**config.mk**
```make
export PLATFORM = sky130hd
export DESIGN_NAME = recirc_buffered
export DESIGN_NICKNAME = d
export VERILOG_FILES = /design/src/rtl/recirc_buffered.sv
export SDC_FILE = /design/constraint.sdc
export NUM_CORES = 1
export LEC_CHECK = 0
export ABC_CLOCK_PERIOD_IN_PS = 8100
export BUFFER_PORTS_ARGS = -buffer_cell sky130_fd_sc_hd__buf_4
export CORE_MARGIN = 2
export CORE_UTILIZATION = 60
export CTS_CLUSTER_SIZE = 14
export DETAILED_ROUTE_END_ITERATION = 8
export PLACE_DENSITY = 0.82
export SLEW_MARGIN = 20
export SYNTH_ARGS = -nofsm -noshare
export SYNTH_HDL_FRONTEND = slang
export SYNTH_SLANG_ARGS = --single-unit
```
**constraint.sdc**
```tcl
create_clock -name clk_f -period 8.1 [get_ports clk_f]
set_input_delay 2.025 -clock clk_f [delete_from_list [all_inputs] [get_ports clk_f]]
set_output_delay 2.025 -clock clk_f [all_outputs]
set_load 0.1 [all_outputs]
```
**src/rtl/recirc_buffered.sv**
```systemverilog
// Recirculating lane buffer: forwards words downstream when the consumer is
// idle, otherwise echoes them back on the recirculation path and parks them
// in a small FIFO that is drained ahead of new traffic once forwarding resumes.
module recirc_buffered #(
  parameter int LANES = 4,
  parameter int DW    = 8,
  parameter int DEPTH = 4
) (
  input  logic                     clk_f,
  input  logic                     reset,
  input  logic                     IDLE_OUT,
  input  logic [LANES*DW-1:0]      data_in,
  input  logic [LANES-1:0]         valid_in,
  output logic [LANES*DW-1:0]      data_rf,
  output logic [LANES-1:0]         valid_rf,
  output logic [LANES*DW-1:0]      data_rp,
  output logic [LANES-1:0]         valid_rp,
  output logic [1:0]               state,
  output logic [$clog2(DEPTH):0]   fifo_count,
  output logic                     overflow
);

  localparam int AW = $clog2(DEPTH);
  localparam logic [AW:0] FULL_COUNT = DEPTH[AW:0];
  localparam logic [AW:0] ONE_COUNT  = {{AW{1'b0}}, 1'b1};

  typedef enum logic [1:0] {
    RECIRC = 2'd0,
    DRAIN  = 2'd1,
    PASS   = 2'd2
  } state_t;

  state_t               state_q;
  logic [AW-1:0]        wr_ptr;
  logic [AW-1:0]        rd_ptr;
  logic [LANES*DW-1:0]  mem_data  [DEPTH];
  logic [LANES-1:0]     mem_valid [DEPTH];

  logic is_word;
  logic fifo_empty;
  logic fifo_full;
  logic mode_recirc;
  logic mode_drain;
  logic do_push;
  logic do_pop;

  assign state = state_q;

  // Pick this cycle's routing mode and decide whether the FIFO is pushed/popped.
  // A push while draining always fits because the pop frees a slot in the same cycle.
  always_comb begin
    is_word     = |valid_in;
    fifo_empty  = (fifo_count == '0);
    fifo_full   = (fifo_count == FULL_COUNT);
    mode_recirc = !IDLE_OUT;
    mode_drain  = IDLE_OUT && !fifo_empty;
    do_pop      = mode_drain;
    do_push     = is_word && (mode_drain || (mode_recirc && !fifo_full));
  end

  // FIFO storage keeps the valid vector alongside the data so partial words survive.
  always_ff @(posedge clk_f) begin
    if (do_push) begin
      mem_data[wr_ptr]  <= data_in;
      mem_valid[wr_ptr] <= valid_in;
    end
  end

  // Pointers, occupancy, sticky overflow, FSM state and registered output paths.
  always_ff @(posedge clk_f or posedge reset) begin
    if (reset) begin
      wr_ptr     <= '0;
      rd_ptr     <= '0;
      fifo_count <= '0;
      overflow   <= 1'b0;
      state_q    <= RECIRC;
      data_rf    <= '0;
      valid_rf   <= '0;
      data_rp    <= '0;
      valid_rp   <= '0;
    end else begin
      if (do_push) begin
        wr_ptr <= wr_ptr + 1'b1;
      end
      if (do_pop) begin
        rd_ptr <= rd_ptr + 1'b1;
      end
      if (do_push && !do_pop) begin
        fifo_count <= fifo_count + 1'b1;
      end else if (do_pop && !do_push) begin
        fifo_count <= fifo_count - 1'b1;
      end
      if (mode_recirc && is_word && fifo_full) begin
        overflow <= 1'b1;
      end

      data_rf  <= '0;
      valid_rf <= '0;
      data_rp  <= '0;
      valid_rp <= '0;

      if (mode_recirc) begin
        state_q <= RECIRC;
        if (is_word) begin
          data_rp  <= data_in;
          valid_rp <= valid_in;
        end
      end else if (mode_drain) begin
        data_rf  <= mem_data[rd_ptr];
        valid_rf <= mem_valid[rd_ptr];
        state_q  <= (fifo_count == ONE_COUNT && !is_word) ? PASS : DRAIN;
      end else begin
        state_q <= PASS;
        if (is_word) begin
          data_rf  <= data_in;
          valid_rf <= valid_in;
        end
      end
    end
  end

endmodule

```
==> flow_summary.ini <==
[global_routing]
grt_usage = 0.221
grt_pass1_wl_um = 25200
antenna_found_initial = 1
gr-total-overflow = 0
grt_pass1_vias = 4676
grtUsageMet2 = 0.365
grtUsageMet1 = 0.302
grt_max_degree = 83
gr-max-usage-layer = met2
use_met3 = 0.0379

[logic_synthesis]
synth-edff-count = 144
synth-main-ff-cell = edfxtp_1
syn_area_sq_um = 8380
ys_seq_area_frac = 0.761
synthesis.nets = 523
synth_cells = 475
yosysWarnings = 0
ys_types = 32
ys_async_sr_fraction = 0.363
avgSynthCellArea_sq_um = 17.6
ys_ff_latch = 226

[setup_path]
r2r-end = data_rf[1]$_DFF_PP0_
r2r-start = fifo_count[0]$_DFFE_PP0P_
end_kind = register
cp.required_ps = 8210
worst_r2r_path_depth = 6
arrival_ps = 3710
crit_fanout = 36
reg2reg_slack_ps = 5400
crit_type = input port to register
start_kind = input port

[placement]
place_ws_ps = 3970
portBuffers = 116
post-dp-hpwl_um = 9160
gp_congestion = 0.785
placed_area_sq_um = 9390

[sta]
tns_ps = 0
hold_viol = 0
setup_viol = 0
min_period_ps = 3600
max_freq_mhz = 277
relSlewSlack = 0.301
clock_skew_ps = 14.4
worst_pin_slew_ps = 1050
fin_ws_ps = 4500
rsz0062_at_grt = no
maxSlewViolCount = 0
period_share = 0.445

[clock_tree]
hold_buffers = 0
cts_tree = yes
max-clock-path-buffers = 3
post_cts_buffers = 0
cts_buffers = 23
clkSlewWorstSetupHoldPaths_ps = 60
cts.sinks = 226
cts_resized = 0
h-tree-depth = 1
cts-root-buf = clkbuf_16
clock_latency_ps = 500

[layout]
fillerInstances = 811
drive_gt1_frac = 0.326
final_cell_area_sq_um = 10200
syn2layout_area_growth_pct = 21.1
final_util = 0.737
final-seq-area_sq_um = 6380
multiInputGateArea_sq_um = 1870
nets = 640

[floorplanning]
start_util = 0.609
io-pin-count = 117
die_w_um = 122
rows = 43
core_area_sq_um = 13800
die_h_um = 122
die_area_sq_um = 14900

[pwr]
leakage_nw = 4.13
vdd_drop_max_mv = 0.249
power_density_nw_per_um2 = 435
total_power_mw = 4.42

[detailed_routing]
drt-wirelength-per-cell_um = 20.5
drc_errors = 0
drt_wl_total_um = 16200
firstDrtPassIters = 7
drtAntennaViolNets = 0
viasPerCell = 5.76
via_count = 4544
drt-initial-drc-count = 370

[worst_hold_path]
hold_start = overflow$_DFFE_PP0P_
min_delay_path_depth = 1
hold_class = register to register
holdPathEnd = overflow$_DFFE_PP0P_

[run_status]
status = finished, final reports clean

[job]
drv_cap = 0
## how the worst max path moves through the flow
stage	cells after the start	end	startpoint	slack, ps
after global routing	4	mem_data[0][16]$_DFFE_PP_	IDLE_OUT	4340
after global placement	4	mem_data[1][15]$_DFFE_PP_	IDLE_OUT	4090
after floorplan	1	data_rf[0]$_DFF_PP0_	reset	3970
after detailed placement	4	mem_data[0][14]$_DFFE_PP_	IDLE_OUT	3970
final	4	mem_data[0][7]$_DFFE_PP_	IDLE_OUT	4500
after CTS	4	mem_data[0][15]$_DFFE_PP_	IDLE_OUT	4500
## critical path: stages
cell,delay [ps]
buf_4,180
xor2_1,160
a21oi_1,430
and2_2,890
## area by class of cell
type	instances	share of cell area
diodes	1	0.000246
clock buffers	35	0.0681
clock inverters	6	0.00628
inverters	5	0.00197
multi-input cells	217	0.185
flip-flops and latches	226	0.628
well taps	180	0.0222
repair buffers	119	0.0883
## logic make-up after synthesis
family | synth area share
flip-flops | 0.761
XOR/XNOR | 0.00731
multiplexers | 0.0936
buffers and inverters | 0.0185
adder cells (fa/ha/maj) | 0.0134
AND/OR/NAND/NOR | 0.0610
AO/OA/AOI/OAI | 0.0455
## report_power, final
group	internal, mW	leakage, nW	switching [mW]
Clock	0.621	0.371	0.412
Combinational	0.446	1.37	1.11
Sequential	1.63	2.39	0.190
Total	2.70	4.13	1.71
## flip-flops by register name, indices dropped and copies added, names as in the netlist
signal      cells
valid_rf        4
wr_ptr          2
data_rf        32
state           2
mem_data      128
fifo_count      3
data_rp        32
rd_ptr          2
mem_valid      16
valid_rp        4
overflow        1
## synth_stat cells (3+ instances only)
library cell	instances	share of area
nor3_1	30	0.018
dfrtp_1	82	0.24
clkbuf_1	16	0.0072
nand2_1	3	0.0013
nand3_1	5	0.0030
buf_2	4	0.0024
and2_1	36	0.027
nor2b_1	5	0.0037
edfxtp_1	144	0.52
buf_1	3	0.0013
xor2_1	3	0.0031
nor2_1	3	0.0013
a221o_1	30	0.036
o221ai_1	4	0.0042
mux2_2	31	0.042
inv_1	5	0.0022
ha_1	9	0.013
mux2i_1	39	0.047
buf_6	4	0.0054
xnor2_1	4	0.0042
## cells in the final DEF, fill, tap and decap left out, types with 6 or more instances in the layout
cell type	count
buf_4	118
mux2i_1	39
edfxtp_1	144
nor3_1	30
clkbuf_16	24
dfrtp_1	81
and2_1	32
clkbuf_1	6
mux2_2	31
a221o_1	30
ha_1	9
## routing by layer
metal,vias up,wire (um)
met3,29,978
met1,2295,6450
met5,-,0
li1,2036,-
met4,0,275
met2,184,8470
## through the flow
stage | hold slack [ps] | std cells
2_1_floorplan | 534 | 475
3_3_place_gp | 454 | 747
3_5_place_dp | 469 | 747
4_1_cts | 485 | 788
5_1_grt | 517 | 789
6_report | 489 | 789
No activity file was read; power rests on OpenSTA's default activity.
